File: src/rtl/argmax_pkg.sv
// rtl/argmax_pkg.sv - shared types and constants for the row-wise argmax engine
package argmax_pkg;

  typedef enum logic [1:0] {
    IDLE  = 2'd0,
    RUN   = 2'd1,
    DRAIN = 2'd2,
    DONE  = 2'd3
  } argmax_state_t;

  localparam logic CMP_UNSIGNED = 1'b0;
  localparam logic CMP_SIGNED   = 1'b1;

  localparam int GCN_DATA_WIDTH = 16;
  typedef logic [GCN_DATA_WIDTH-1:0] gcn_data_t;

endpackage

File: src/rtl/argmax_row_cmp.sv
// rtl/argmax_row_cmp.sv - combinational argmax over one row, signed or unsigned compare
module argmax_row_cmp
  import argmax_pkg::*;
#(
  parameter int COLS       = 3,
  parameter int DATA_WIDTH = GCN_DATA_WIDTH,
  parameter int IDX_WIDTH  = $clog2(COLS)
) (
  input  logic                  mode,
  input  logic [DATA_WIDTH-1:0] row [0:COLS-1],
  output logic [IDX_WIDTH-1:0]  max_idx,
  output logic [DATA_WIDTH-1:0] max_val
);

  // Strictly-greater replacement keeps the lowest index on ties.
  always_comb begin
    max_idx = '0;
    max_val = row[0];
    for (int i = 1; i < COLS; i++) begin
      if ((mode == CMP_SIGNED) ? ($signed(row[i]) > $signed(max_val))
                               : (row[i] > max_val)) begin
        max_val = row[i];
        max_idx = IDX_WIDTH'(i);
      end
    end
  end

endmodule

File: src/rtl/argmax_rows_stream.sv
// rtl/argmax_rows_stream.sv - streaming per-row argmax with a frame result buffer and done flag
module argmax_rows_stream
  import argmax_pkg::*;
#(
  parameter int ROWS       = 6,
  parameter int COLS       = 3,
  parameter int DATA_WIDTH = GCN_DATA_WIDTH,
  parameter int IDX_WIDTH  = $clog2(COLS),
  parameter int ROW_WIDTH  = $clog2(ROWS)
) (
  input  logic                  clk,
  input  logic                  reset_n,
  input  logic                  start,
  input  logic                  signed_mode,
  input  logic                  in_valid,
  output logic                  in_ready,
  input  logic [DATA_WIDTH-1:0] in_row      [0:COLS-1],
  output logic [IDX_WIDTH-1:0]  max_idx_out [0:ROWS-1],
  output logic [DATA_WIDTH-1:0] max_val_out [0:ROWS-1],
  output logic                  busy,
  output logic                  done
);

  argmax_state_t         state_q, state_d;
  logic                  mode_q;
  logic [ROW_WIDTH-1:0]  row_cnt_q;
  logic [DATA_WIDTH-1:0] stage_row_q [0:COLS-1];
  logic [ROW_WIDTH-1:0]  stage_sel_q;
  logic                  stage_valid_q;
  logic [IDX_WIDTH-1:0]  cmp_idx;
  logic [DATA_WIDTH-1:0] cmp_val;

  logic accept, last_accept, frame_start;

  assign accept      = in_valid && (state_q == RUN);
  assign last_accept = accept && (row_cnt_q == ROW_WIDTH'(ROWS - 1));
  assign frame_start = start && ((state_q == IDLE) || (state_q == DONE));

  always_ff @(posedge clk or negedge reset_n) begin
    if (!reset_n) state_q <= IDLE;
    else          state_q <= state_d;
  end

  always_comb begin
    state_d  = state_q;
    in_ready = 1'b0;
    busy     = 1'b0;
    done     = 1'b0;
    case (state_q)
      IDLE: begin
        if (start) state_d = RUN;
      end
      RUN: begin
        in_ready = 1'b1;
        busy     = 1'b1;
        if (last_accept) state_d = DRAIN;
      end
      DRAIN: begin
        busy = 1'b1;
        // Only the final row can still be staged here.
        if (stage_valid_q) state_d = DONE;
      end
      DONE: begin
        done = 1'b1;
        if (start) state_d = RUN;
      end
      default: state_d = IDLE;
    endcase
  end

  argmax_row_cmp #(
    .COLS       (COLS),
    .DATA_WIDTH (DATA_WIDTH),
    .IDX_WIDTH  (IDX_WIDTH)
  ) u_row_cmp (
    .mode    (mode_q),
    .row     (stage_row_q),
    .max_idx (cmp_idx),
    .max_val (cmp_val)
  );

  always_ff @(posedge clk or negedge reset_n) begin
    if (!reset_n) begin
      mode_q        <= CMP_UNSIGNED;
      row_cnt_q     <= '0;
      stage_sel_q   <= '0;
      stage_valid_q <= 1'b0;
      for (int c = 0; c < COLS; c++) stage_row_q[c] <= '0;
      for (int r = 0; r < ROWS; r++) begin
        max_idx_out[r] <= '0;
        max_val_out[r] <= '0;
      end
    end else if (frame_start) begin
      mode_q        <= signed_mode;
      row_cnt_q     <= '0;
      stage_valid_q <= 1'b0;
      for (int r = 0; r < ROWS; r++) begin
        max_idx_out[r] <= '0;
        max_val_out[r] <= '0;
      end
    end else begin
      if (stage_valid_q) begin
        max_idx_out[stage_sel_q] <= cmp_idx;
        max_val_out[stage_sel_q] <= cmp_val;
      end
      stage_valid_q <= accept;
      if (accept) begin
        stage_row_q <= in_row;
        stage_sel_q <= row_cnt_q;
        row_cnt_q   <= ROW_WIDTH'(row_cnt_q + 1'b1);
      end
    end
  end

endmodule

File: config.mk
export PLATFORM = sky130hd
export DESIGN_NAME = argmax_rows_stream
export DESIGN_NICKNAME = d
export VERILOG_FILES = /design/src/rtl/argmax_pkg.sv /design/src/rtl/argmax_row_cmp.sv /design/src/rtl/argmax_rows_stream.sv
export SDC_FILE = /design/constraint.sdc
export NUM_CORES = 1
export LEC_CHECK = 0
export ABC_AREA = 0
export BUFFER_PORTS_ARGS = -buffer_cell sky130_fd_sc_hd__buf_2
export CAP_MARGIN = 5
export CORE_MARGIN = 2
export CORE_UTILIZATION = 59
export DETAILED_ROUTE_END_ITERATION = 8
export HOLD_SLACK_MARGIN = 0.08
export MAX_ROUTING_LAYER = met4
export PLACE_DENSITY = 0.9
export SKIP_CTS_REPAIR_TIMING = 1
export SLEW_MARGIN = 10
export SYNTH_ARGS = -nofsm -noshare
export SYNTH_HDL_FRONTEND = slang
export SYNTH_HIERARCHICAL = 1
export SYNTH_SLANG_ARGS = --single-unit
File: constraint.sdc
create_clock -name clk -period 11.4 [get_ports clk]
set_clock_uncertainty 0.1 [all_clocks]
set_input_delay 1.14 -clock clk [delete_from_list [all_inputs] [get_ports clk]]
set_output_delay 1.14 -clock clk [all_outputs]
set_load 0.02 [all_outputs]
---- Word-level counts from Yosys, hierarchy flattened ----
Cells that the tools add are included.
cells by class
  add/subtract/negate cells ............... 1
  magnitude comparators ................... 6
  eq/ne operators ......................... 7
  mux-type cells .......................... 26
  bitwise gates (word level) .............. 2
  reductions and logical operators ........ 12
operator list
  kind                                                                           count
  96-bit two-way mux                                                             2
  96-bit bitwise mux                                                             1
  16-bit greater-than comparator                                                 4
  16-bit demux with 3-bit select                                                 1
  16-bit two-way mux                                                             3
  12-bit two-way mux                                                             2
  12-bit bitwise mux                                                             1
  2-bit two-way mux                                                              5
  1-bit two-way mux                                                              7
  2-bit demux with 3-bit select                                                  1
  3-bit two-way mux                                                              2
  2-bit case mux with 3 select lines                                             1
  2-bit == test (second input constant)                                          2
  4-bit >= comparator (second input constant)                                    1
  1-bit logical AND                                                              4
  4-bit by 1-bit less-than comparator with 1-bit output (second input constant)  1
  2-bit inequality test (second input constant)                                  2
  3-bit NOT with 4-bit output                                                    1
  2-bit nonzero test                                                             2
  2-bit OR reduction                                                             2
  3-bit by 1-bit adder with 3-bit output (second input constant)                 1
  3-bit == test (second input constant)                                          1
  3-bit AND reduction                                                            1
  2-bit by 1-bit == test with 1-bit output (second input constant)               1
  other kinds (5)                                                                5
word-level totals
  flip-flop bits (word level) ............. 166
  bits of input ports ..................... 53
  output and inout port bits .............. 111
  word-level logic and storage cells ...... 74

---- Depth between registers and ports, before layout ----
Gate-level depths: netlist of run 1.
  word-level depth ........................ 9
  gate-level depth with buffers ........... 21
  mapped depth without buffers ............ 18

---- By module ----
Netlist of run 1, hierarchy kept.
by module, submodules not included
  module              instances  cells an instance  area each (um^2)  sequential area each (um^2)
  argmax_rows_stream  1          624                6643.9            4154.0
  argmax_row_cmp      1          156                1203.7            0.0

---- Worst setup path after synthesis of run 1 ----
OpenSTA, ideal clock, no wires.
  kind .................................... reg2reg
  start ................................... register stage_row_q[31] (netlist name)
  end ..................................... register max_val_out[55] (netlist name)
  library setup time ...................... 0.078 ns
  arrival ................................. 4.950 ns
  data required time ...................... 11.222 ns
  setup slack ............................. 6.272 ns
  cell stages (with the launch flop) ...... 21
  buffers on the path ..................... 3
  period minus slack after synthesis ...... 5.128 ns
  cells stage by stage .................... dfrtp_1 ha_1 nand4_2 or4_1 a21oi_1 nand4b_2 mux2i_2 buf_4 mux2i_1 ha_1 a211oi_1 nor2_1 o31a_1 nor4_1 xnor2_1 o21a_1 buf_2 buf_4 mux2i_1 nand2_1 a21oi_1
on the way
  longest elaborated chain between the ends .. 9
  elaborated cells on any way between the ends .. 11
  those cells by class .................... order compare: 4; mux: 7
ends and longest elaborated chain
  item                                                      line                                        text
  from (decl)                                               argmax_rows_stream.sv:27                    logic [DATA_WIDTH-1:0] stage_row_q [0:COLS-1];
  from (signal assigned)                                    argmax_rows_stream.sv:108                   stage_row_q <= in_row;
  16-bit greater-than comparator, on equally long branches  argmax_row_cmp.sv:21, argmax_row_cmp.sv:20
  1-bit two-way mux                                         argmax_row_cmp.sv:20                        if ((mode == CMP_SIGNED) ? ($signed(row[i]) > $signed(max_val))
  16-bit two-way mux *                                      argmax_row_cmp.sv:20
  16-bit greater-than comparator, on equally long branches  argmax_row_cmp.sv:21, argmax_row_cmp.sv:20
  1-bit two-way mux                                         argmax_row_cmp.sv:20
  16-bit two-way mux *                                      argmax_row_cmp.sv:20
  named net cmp_val[7]                                      argmax_rows_stream.sv:31                    logic [DATA_WIDTH-1:0] cmp_val;
  96-bit bitwise mux *                                      argmax_rows_stream.sv:104                   max_val_out[stage_sel_q] <= cmp_val;
  96-bit two-way mux *                                      argmax_rows_stream.sv:102                   if (stage_valid_q) begin
  96-bit two-way mux *                                      argmax_rows_stream.sv:93                    end else if (frame_start) begin
  to (signal, indexed assignment)                           argmax_rows_stream.sv:104
  to (decl)                                                 argmax_rows_stream.sv:19                    output logic [DATA_WIDTH-1:0] max_val_out [0:ROWS-1],
Mark *: on every way through the listed nets, which the timed path passes. The rest lies on a longest branch. The select of a mux whose other input is x is not followed.
A chain may end at the register's enable or synchronous reset.

---- Worst setup path in the final report of run 1 ----
  start ................................... register stage_row_q[47] (netlist name)
  end ..................................... register max_val_out[45] (netlist name)
Same word-level chain as after synthesis.

==> results of run 1 <==
==> registers in the layout (all words and copies together) (netlist names) <==
name           count
stage_sel_q        3
row_cnt_q          3
mode_q             1
max_idx_out       12
stage_row_q       48
stage_valid_q      1
state_q            2
max_val_out       96
==> metal layers <==
layer,share of wire,vias up,track usage
li1,-,2887,-
met1,0.42,3128,0.387
met2,0.48,293,0.454
met3,0.072,40,0.0680
met4,0.024,0,0.100
met5,0,-,-
==> critical path, delay by kind of cell (launching register included) <==
family	cells	cell delay, ps
compound gates	6	1670
mux	3	1770
fa+ha+maj	2	640
buf+inv	2	390
flops	1	370
simple gates	5	1280
xor+xnor	1	170
==> cell type report <==
class                   instances  area (um2)  share of cell area
clock buffers                  20         467              0.0505
clock inverters                11        91.3             0.00988
inverters                      37         139              0.0150
multi-input cells             531        3320               0.359
flip-flops and latches        166        4150               0.449
well taps                     176         220              0.0238
repair buffers                167         852              0.0922
==> through the flow <==
| stage | setup WS, ps | utilization | power (uW) | area (um2) | hold WS (ps) |
|---|---|---|---|---|---|
| final | 4920 | 0.704 | 3140 | 9240 | 417 |
| after global routing | 4420 | 0.704 | 3330 | 9240 | 436 |
| after CTS | 4990 | 0.704 | 3120 | 9240 | 420 |
| after detailed placement | 5050 | 0.661 | 2570 | 8680 | 412 |
| after global placement | 5170 | 0.661 | 2510 | 8680 | 406 |
| after floorplan | 6270 | - | 2080 | 7850 | 380 |
==> Yosys cell counts, types with 2 or more instances <==
master / count
a211oi_1: 2
a21oi_1: 122
and4b_1: 2
and4bb_2: 3
buf_2: 28
buf_4: 4
buf_6: 2
clkbuf_1: 11
dfrtp_1: 166
ha_1: 37
inv_1: 37
mux2_1: 3
mux2_2: 50
mux2i_1: 31
nand2_1: 222
nand3_1: 6
nand4_1: 5
nand4b_1: 2
nand4bb_1: 3
nor2_1: 9
nor2b_1: 6
nor3_1: 3
o211ai_1: 2
o21ai_0: 3
or4_1: 2
xor2_1: 2
==> cell families (layout without fill, tap and decap cells) <==
| family | Yosys count | in the layout |
|---|---|---|
| AOI/OAI and AO/OA | 134 | 134 |
| xor gates and xnor gates | 3 | 3 |
| adders and majority gates | 37 | 37 |
| buffers and inverters | 83 | 235 |
| DFF | 166 | 166 |
| muxes | 86 | 86 |
| and+or+nand+nor | 271 | 271 |
==> worst max path at each step <==
stage,from,end,slack [ps],depth (start not counted)
global placement,stage_row_q[47]$_DFFE_PN0P_,max_val_out[7]$_DFFE_PN0P_,5170,19
global route,stage_row_q[47]$_DFFE_PN0P_,max_val_out[61]$_DFFE_PN0P_,4420,19
finish,stage_row_q[47]$_DFFE_PN0P_,max_val_out[45]$_DFFE_PN0P_,4920,19
detailed placement,stage_row_q[47]$_DFFE_PN0P_,max_val_out[71]$_DFFE_PN0P_,5050,19
CTS,stage_row_q[47]$_DFFE_PN0P_,max_val_out[71]$_DFFE_PN0P_,4990,19
floorplan,stage_row_q[31]$_DFFE_PN0P_,max_val_out[55]$_DFFE_PN0P_,6270,20
==> report_power, final <==
group | total (uW) | internal (uW) | switching (uW) | leakage (uW)
clock network | 541 | 298 | 243 | 0.000267
logic | 1680 | 600 | 1080 | 0.00217
registers | 922 | 768 | 154 | 0.00219
==> run summary, run 1 <==
status: finished clean
I/O pin cnt: 164
most frequent cells in the layout: 222 x nand2_1, 166 x dfrtp_1, 162 x buf_2, 122 x a21oi_1, 50 x mux2_2
Slew headroom: 0.247
Die W: 119 um
gr ovfl total: 0
asr flop ratio synth: 1.00
slack of the worst reg-to-reg path: 4920 ps
DRT antenna net count: 0
post-DR vias/cell: 5.73
hold path start: max_val_out[49]$_DFFE_PN0P_
Site Rows: 42
initial antenna violation count: 0
post-synth cell types: 43
dpl hpwl: 13,400 um
complex-gate fraction of the synthesized area: 0.0886
most used cell along the critical path: a21oi_1
layout cells sized above 1: 0.278
area share of and/or/nand/nor cells after synthesis: 0.152
Filler cells: 977
CTS tree: done
Worst-Margin Slew: 1130 ps
clock slew at reported path FFs: 60 ps
Max Cap Viol: 0
non-filler instance count after layout: 1,108
Routed WL: 19,900 um
CTS sink cnt: 166
die height: 119 um
Clock Tree Root: clkbuf_16
post-synthesis register bit count: 166
worst min path class: reg2reg
share of the synthesized area in the top cell type: 0.529
diode count: 0
R2R Path End: max_val_out[45]$_DFFE_PN0P_
I/O Buffers: 163
critical path data required time: 11,650 ps
CP endpoint kind: flip-flop
per-cell routed wire length: 17.9 um
Slowest-stage cell, CP: o21a_1
CP max stage delay: 880 ps
Finish-stage setup viols: 0
Setup CP Type: reg2reg
RSZ-0062 raised after global routing: false
Fin. Hold Viols: 0
Setup TNS Final: 0 ps
Synth area leaders: dfrtp_1 53%, nand2_1 11%, a21oi_1 7.8%
Worst Path Max Fanout: 23
drt drc: 0
RR Startpoint: stage_row_q[47]$_DFFE_PN0P_
Nets: 1,010
Peak VDD IR: 0.000185 V
Slew Viols, Final: 0
RePlAce Congestion: 0.870
Core Area: 13,100 um2
commonest non-fill, non-tap cell in the layout: nand2_1
FMAX: 0.154 GHz
post-synth top area cell: dfrtp_1
CP cell instances: inv_1 > ha_1 > nand4_2 > or4_1 > a21oi_1 > nand4b_2 > mux2i_2 > buf_4 > mux2i_1 > ha_1 > a21oi_1 > a21oi_1 > o31a_1 > nor4_1 > xnor2_1 > o21a_1 > mux2i_1 > nand2_1 > a21oi_1
leakage power: 0.00462 uW
number of global-route vias before repair: 6,113
hold path cells: 2
Post-Synth Adder-Cell Area: 0.0590
Hold Crit Endpoint: max_val_out[49]$_DFFE_PN0P_
mux share of post-synthesis cell area: 0.119
first-pass GRT wire length: 31,500 um
1st-iter DRT viols: 699
Placed Cells: 1,077
CTS H-Tree Depth: 4
Mapped Cells: 780
clk_lat worst skew: 430 ps
starting density of the core: 0.597
sequential-to-total area share from yosys stat: 0.529
largest net degree at the start of global routing: 113
Pwr per Cell Area: 340 nW/um2
largest family of logic cells by synthesized area: simple AND/OR/NAND/NOR gates
CTS Buffer Depth: 2
P&R area growth vs syn: 17.8%
Worst EP arrival: 6730 ps
GRT Util Overall: 0.294
xor and xnor area share after synthesis: 0.00335
TritonCTS buffer count: 17
Tcrit/Tclk final: 0.568
die area: 14,200 um2
Post-synth EDFFs: 0
Mapped Area: 7850 um2
YS warnings: 6
Reg2Reg Depth: 19
ys flop type: dfrtp_1
Syn Area/Cell: 10.1 um2
Synth Net Count: 870
minimum clock period: 6480 ps
crit path launch type: flip-flop
Initial DRT Pass Iterations: 5
Via Count: 6,348
(Power assumes the default switching activity.)
==> inputs of run 2 (changes only) <==
CORE_UTILIZATION = 55   (was 59)
PLACE_DENSITY = 0.85   (was 0.9)
clock period = 6.25 ns   (was 11.4 ns; I/O delays follow)
==> run summary, run 2 (synthesized netlist as in run 1, its figures left out) <==
Tcrit/Tclk final: 0.902 (was 0.568)
first-pass GRT wire length: 31,800 um (was 31,500 um)
clock slew at reported path FFs: 70 ps (was 60 ps)
status: finished clean (unchanged)
gr ovfl total: 0 (unchanged)
Filler cells: 1,090 (was 977)
number of global-route vias before repair: 6,307 (was 6,113)
crit path launch type: flip-flop (unchanged)
FMAX: 0.177 GHz (was 0.154 GHz)
CP max stage delay: 740 ps (was 880 ps)
clk_lat worst skew: 440 ps (was 430 ps)
Routed WL: 20,000 um (was 19,900 um)
DRT antenna net count: 0 (unchanged)
most frequent cells in the layout: 222 x nand2_1, 166 x dfrtp_1, 162 x buf_2, 122 x a21oi_1, 50 x mux2_2 (unchanged)
CTS tree: done (unchanged)
RSZ-0062 raised after global routing: false (unchanged)
Setup CP Type: reg2reg (unchanged)
GRT Util Overall: 0.283 (was 0.294)
minimum clock period: 5640 ps (was 6480 ps)
non-filler instance count after layout: 1,114 (was 1,108)
layout cells sized above 1: 0.277 (was 0.278)
Finish-stage setup viols: 0 (unchanged)
P&R area growth vs syn: 18.4% (was 17.8%)
initial antenna violation count: 0 (unchanged)
Via Count: 6,302 (was 6,348)
Placed Cells: 1,083 (was 1,077)
Max Cap Viol: 0 (unchanged)
I/O pin cnt: 164 (unchanged)
Clock Tree Root: clkbuf_16 (unchanged)
per-cell routed wire length: 17.9 um (about the same)
largest register by flop count: max_val_out (unchanged)
Initial DRT Pass Iterations: 5 (unchanged)
Slew headroom: 0.234 (was 0.247)
1st-iter DRT viols: 476 (was 699)
starting density of the core: 0.563 (was 0.597)
critical path data required time: 6490 ps (was 11,650 ps)
CTS Buffer Depth: 2 (unchanged)
Hold Slack: 196 ps (was 417 ps)
CTS H-Tree Depth: 4 (unchanged)
CP Buf/Inv Count: 2 (unchanged)
die area: 15,200 um2 (was 14,200 um2)
post-DR vias/cell: 5.66 (was 5.73)
die height: 123 um (was 119 um)
Slew Viols, Final: 0 (unchanged)
Worst EP arrival: 5870 ps (was 6730 ps)
largest net degree at the start of global routing: 113 (unchanged)
diode count: 0 (unchanged)
worst min path class: in2async (was reg2reg)
RePlAce Congestion: 0.865 (was 0.870)
Worst Path Max Fanout: 23 (unchanged)
CTS sink cnt: 166 (unchanged)
Worst-Margin Slew: 1150 ps (was 1130 ps)
Slowest-stage cell, CP: mux2i_1 (was o21a_1)
Nets: 1,012 (was 1,010)
max FFs per register: 96 (unchanged)
I/O Buffers: 163 (unchanged)
Core Area: 13,900 um2 (was 13,100 um2)
CP endpoint kind: flip-flop (unchanged)
commonest non-fill, non-tap cell in the layout: nand2_1 (unchanged)
largest registers: max_val_out x96, stage_row_q x48, max_idx_out x12 (unchanged)
drt drc: 0 (unchanged)
Die W: 123 um (was 119 um)
Fin. Hold Viols: 0 (unchanged)
Crit path max-delay family: simple AND/OR/NAND/NOR gates (was multiplexers)
TritonCTS buffer count: 17 (unchanged)
Setup TNS Final: 0 ps (unchanged)
Pwr per Cell Area: 626 nW/um2 (was 340 nW/um2)
Peak VDD IR: 0.000328 V (was 0.000185 V)
Site Rows: 43 (was 42)
dpl hpwl: 13,600 um (was 13,400 um)
CP cell instances: ha_1 > nand4_2 > or4_1 > a21oi_1 > nand4b_2 > mux2i_2 > buf_4 > mux2i_1 > ha_1 > a211oi_1 > nor2_1 > o31a_1 > nor4_1 > xnor2_1 > o21a_1 > buf_4 > mux2i_1 > nand2_1 > a21oi_1 (was inv_1 > ha_1 > nand4_2 > or4_1 > a21oi_1 > nand4b_2 > mux2i_2 > buf_4 > mux2i_1 > ha_1 > a21oi_1 > a21oi_1 > o31a_1 > nor4_1 > xnor2_1 > o21a_1 > mux2i_1 > nand2_1 > a21oi_1)
leakage power: 0.00464 uW (was 0.00462 uW)
==> run 2: final timing paths <==
kind | from | endpoint | slack, ps | cells past startpoint
max | stage_row_q[31]$_DFFE_PN0P_ | max_val_out[91]$_DFFE_PN0P_ | 610 | 19
min | reset_n | max_idx_out[0]$_DFFE_PN0P_ | 200 | 1
max reg2reg | stage_row_q[31]$_DFFE_PN0P_ | max_val_out[91]$_DFFE_PN0P_ | 610 | 19
min reg2reg | max_val_out[31]$_DFFE_PN0P_ | max_val_out[31]$_DFFE_PN0P_ | 420 | 2
max in group asynchronous | reset_n | stage_row_q[10]$_DFFE_PN0P_ | 4550 | 2
min in group clk | in_row[38] | stage_row_q[38]$_DFFE_PN0P_ | 310 | 2
==> run 2: routing by layer <==
metal	wire length [um]	GRT usage	part of all wire	vias up
li1	-	-	-	2907
met1	8470	0.369	0.42	3069
met2	9410	0.433	0.47	287
met3	1670	0.0743	0.084	39
met4	416	0.0966	0.021	0
met5	0	-	0	-
==> run 2: power breakdown <==
group,internal (uW),switching [uW],total (uW)
combinational,1110,1980,3090
sequential,1400,288,1690
clock,609,431,1040
total,3120,2700,5820
==> run 2: cell type report <==
type	count	area (um2)	area share
Clock buffer	21	460	0.0496
Sequential cell	166	4150	0.447
Inverter	37	139	0.0150
Multi-Input combinational cell	531	3320	0.357
Tap cell	180	225	0.0242
Timing Repair Buffer	169	867	0.0934
Clock inverter	10	123	0.0132
==> run 2: worst reg2reg max path, stage by stage (launching register included) <==
cell and delay, ps:
dfrtp_1 400, ha_1 350, nand4_2 170, or4_1 550, a21oi_1 120, nand4b_2 150
mux2i_2 230, buf_4 220, mux2i_1 300, ha_1 300, a211oi_1 240, nor2_1 80
o31a_1 230, nor4_1 320, xnor2_1 180, o21a_1 120, buf_4 320, mux2i_1 750
nand2_1 190, a21oi_1 210
==> run 2: through the flow <==
stage / instance area (um2) / util / power (uW) / setup slack (ps)
5_1_grt: 9290 / 0.667 / 6200 / 316
3_3_place_gp: 8700 / 0.625 / 4640 / 1010
3_5_place_dp: 8700 / 0.625 / 4730 / 792
6_report: 9290 / 0.667 / 5820 / 611
2_1_floorplan: 7850 / - / 3800 / 1120
4_1_cts: 9290 / 0.667 / 5810 / 676
==> inputs of run 3 (changes only) <==
PLACE_DENSITY = default   (was 0.85)
PLACE_DENSITY_LB_ADDON = 0.3   (was default)
==> run summary, run 3 (synthesized netlist as in run 1, its figures left out) <==
Slew Viols, Final: 0 (unchanged)
DRT antenna net count: 0 (unchanged)
Initial DRT Pass Iterations: 4 (was 5)
RSZ-0062 raised after global routing: false (unchanged)
post-DR vias/cell: 5.57 (was 5.66)
die height: 123 um (unchanged)
Slowest-stage cell, CP: mux2i_1 (unchanged)
clk_lat worst skew: 430 ps (was 440 ps)
initial antenna violation count: 0 (unchanged)
Clock Tree Root: clkbuf_16 (unchanged)
clock slew at reported path FFs: 60 ps (was 70 ps)
Routed WL: 19,600 um (was 20,000 um)
Placed Cells: 1,083 (unchanged)
drt drc: 0 (unchanged)
Area after DPL: 8700 um2 (unchanged)
Tcrit/Tclk final: 0.892 (was 0.902)
1st-iter DRT viols: 611 (was 476)
critical path data required time: 6500 ps (was 6490 ps)
CTS tree: done (unchanged)
Pwr per Cell Area: 627 nW/um2 (was 626 nW/um2)
layout cells sized above 1: 0.278 (was 0.277)
Core Area: 13,900 um2 (unchanged)
commonest non-fill, non-tap cell in the layout: nand2_1 (unchanged)
Via Count: 6,197 (was 6,302)
FMAX: 0.179 GHz (was 0.177 GHz)
leakage power: 0.00463 uW (was 0.00464 uW)
Peak VDD IR: 0.000530 V (was 0.000328 V)
I/O Buffers: 163 (unchanged)
largest registers: max_val_out x96, stage_row_q x48, max_idx_out x12 (unchanged)
Tot Pwr: 5820 uW (about the same)
crit path launch type: flip-flop (unchanged)
CTS H-Tree Depth: 4 (unchanged)
most frequent cells in the layout: 222 x nand2_1, 166 x dfrtp_1, 162 x buf_2, 122 x a21oi_1, 50 x mux2_2 (unchanged)
Slew headroom: 0.233 (was 0.234)
Fin. Hold Viols: 0 (unchanged)
gr ovfl total: 0 (unchanged)
Core Util, Final: 0.666 (was 0.667)
Finish-stage setup viols: 0 (unchanged)
P&R area growth vs syn: 18.3% (was 18.4%)
Setup TNS Final: 0 ps (unchanged)
CTS Buffer Depth: 2 (unchanged)
minimum clock period: 5570 ps (was 5640 ps)
CTS sink cnt: 166 (unchanged)
largest register by flop count: max_val_out (unchanged)
Die W: 123 um (unchanged)
slack of the worst reg-to-reg path: 680 ps (was 610 ps)
Worst EP arrival: 5820 ps (was 5870 ps)
final instance area: 9280 um2 (was 9290 um2)
number of global-route vias before repair: 5,879 (was 6,307)
Site Rows: 43 (unchanged)
max FFs per register: 96 (unchanged)
non-filler instance count after layout: 1,112 (was 1,114)
worst min path class: in2async (unchanged)
Worst Path Max Fanout: 23 (unchanged)
GRT Util Overall: 0.279 (was 0.283)
Worst-Margin Slew: 1150 ps (about the same)
per-cell routed wire length: 17.7 um (was 17.9 um)
Setup CP Type: reg2reg (unchanged)
largest net degree at the start of global routing: 113 (unchanged)
first-pass GRT wire length: 31,000 um (was 31,800 um)
status: finished clean (unchanged)
Max Cap Viol: 0 (unchanged)
diode count: 0 (unchanged)
I/O pin cnt: 164 (unchanged)
RePlAce Congestion: 0.946 (was 0.865)
Nets: 1,012 (unchanged)
CP max stage delay: 780 ps (was 740 ps)
CP cell instances: ha_1 > nand4_2 > or4_1 > a21oi_1 > nand4b_2 > mux2i_2 > buf_4 > mux2i_1 > ha_1 > a211oi_1 > nor2_1 > o31a_1 > nor4_1 > xnor2_1 > o21a_1 > buf_4 > mux2i_1 > nand2_1 > a21oi_1 (unchanged)
TritonCTS buffer count: 17 (unchanged)
CP endpoint kind: flip-flop (unchanged)
starting density of the core: 0.563 (unchanged)
die area: 15,200 um2 (unchanged)
dpl hpwl: 13,500 um (was 13,600 um)
[run 3: changes by cell type in the layout (fill, tap and decap cells not counted)]
cell and delta:
clkinvlp_4 +1, clkinv_2 -1, inv_6 +1, clkinv_4 -1
clkbuf_1 -2
[run 3: final cells by class]
cell class              count  area [um2]
flip-flops and latches    166        4150
clock buffers              19         453
multi-input cells         531        3320
inverters                  37         139
well taps                 180         225
repair buffers            169         867
clock inverters            10         125
fillers                  1112        4650
[run 3: layer usage]
layer | GRT usage | share of wire | routed length (um)
met1 | 0.385 | 0.45 | 8760
met2 | 0.420 | 0.47 | 9310
met5 | - | 0 | 0
met3 | 0.0637 | 0.068 | 1340
met4 | 0.0739 | 0.011 | 221
[run 3: path summary, 6_finish.rpt]
path	startpoint	endpoint	cells after the start
setup reg to reg	stage_row_q[31]$_DFFE_PN0P_	max_val_out[42]$_DFFE_PN0P_	19
max in group asynchronous	reset_n	max_val_out[58]$_DFFE_PN0P_	2
hold reg to reg	max_val_out[84]$_DFFE_PN0P_	max_val_out[84]$_DFFE_PN0P_	2
min in group clk	in_row[34]	stage_row_q[34]$_DFFE_PN0P_	2
hold / removal	reset_n	max_val_out[82]$_DFFE_PN0P_	1
setup / recovery	stage_row_q[31]$_DFFE_PN0P_	max_val_out[42]$_DFFE_PN0P_	19
[run 3: critical path: cells and delay by family, from the launching register on]
family | cells | cell delay [ps]
buffers and inverters | 2 | 560
XOR/XNOR | 1 | 180
flip-flops | 1 | 400
AO/OA/AOI/OAI | 5 | 950
multiplexers | 3 | 1260
adder cells (fa/ha/maj) | 2 | 610
AND/OR/NAND/NOR | 6 | 1410
[run 3: through the flow]
step / worst slack (ps) / hold WS (ps)
after floorplan: 1120 / 229
after global placement: 932 / 403
after detailed placement: 763 / 409
after CTS: 739 / 228
after global routing: 329 / 255
final: 676 / 180
[run 3: power by group]
part	internal (uW)	total (uW)	switching (uW)
logic	1110	3100	1990
registers	1400	1680	281
clock network	606	1030	428
total	3120	5820	2700
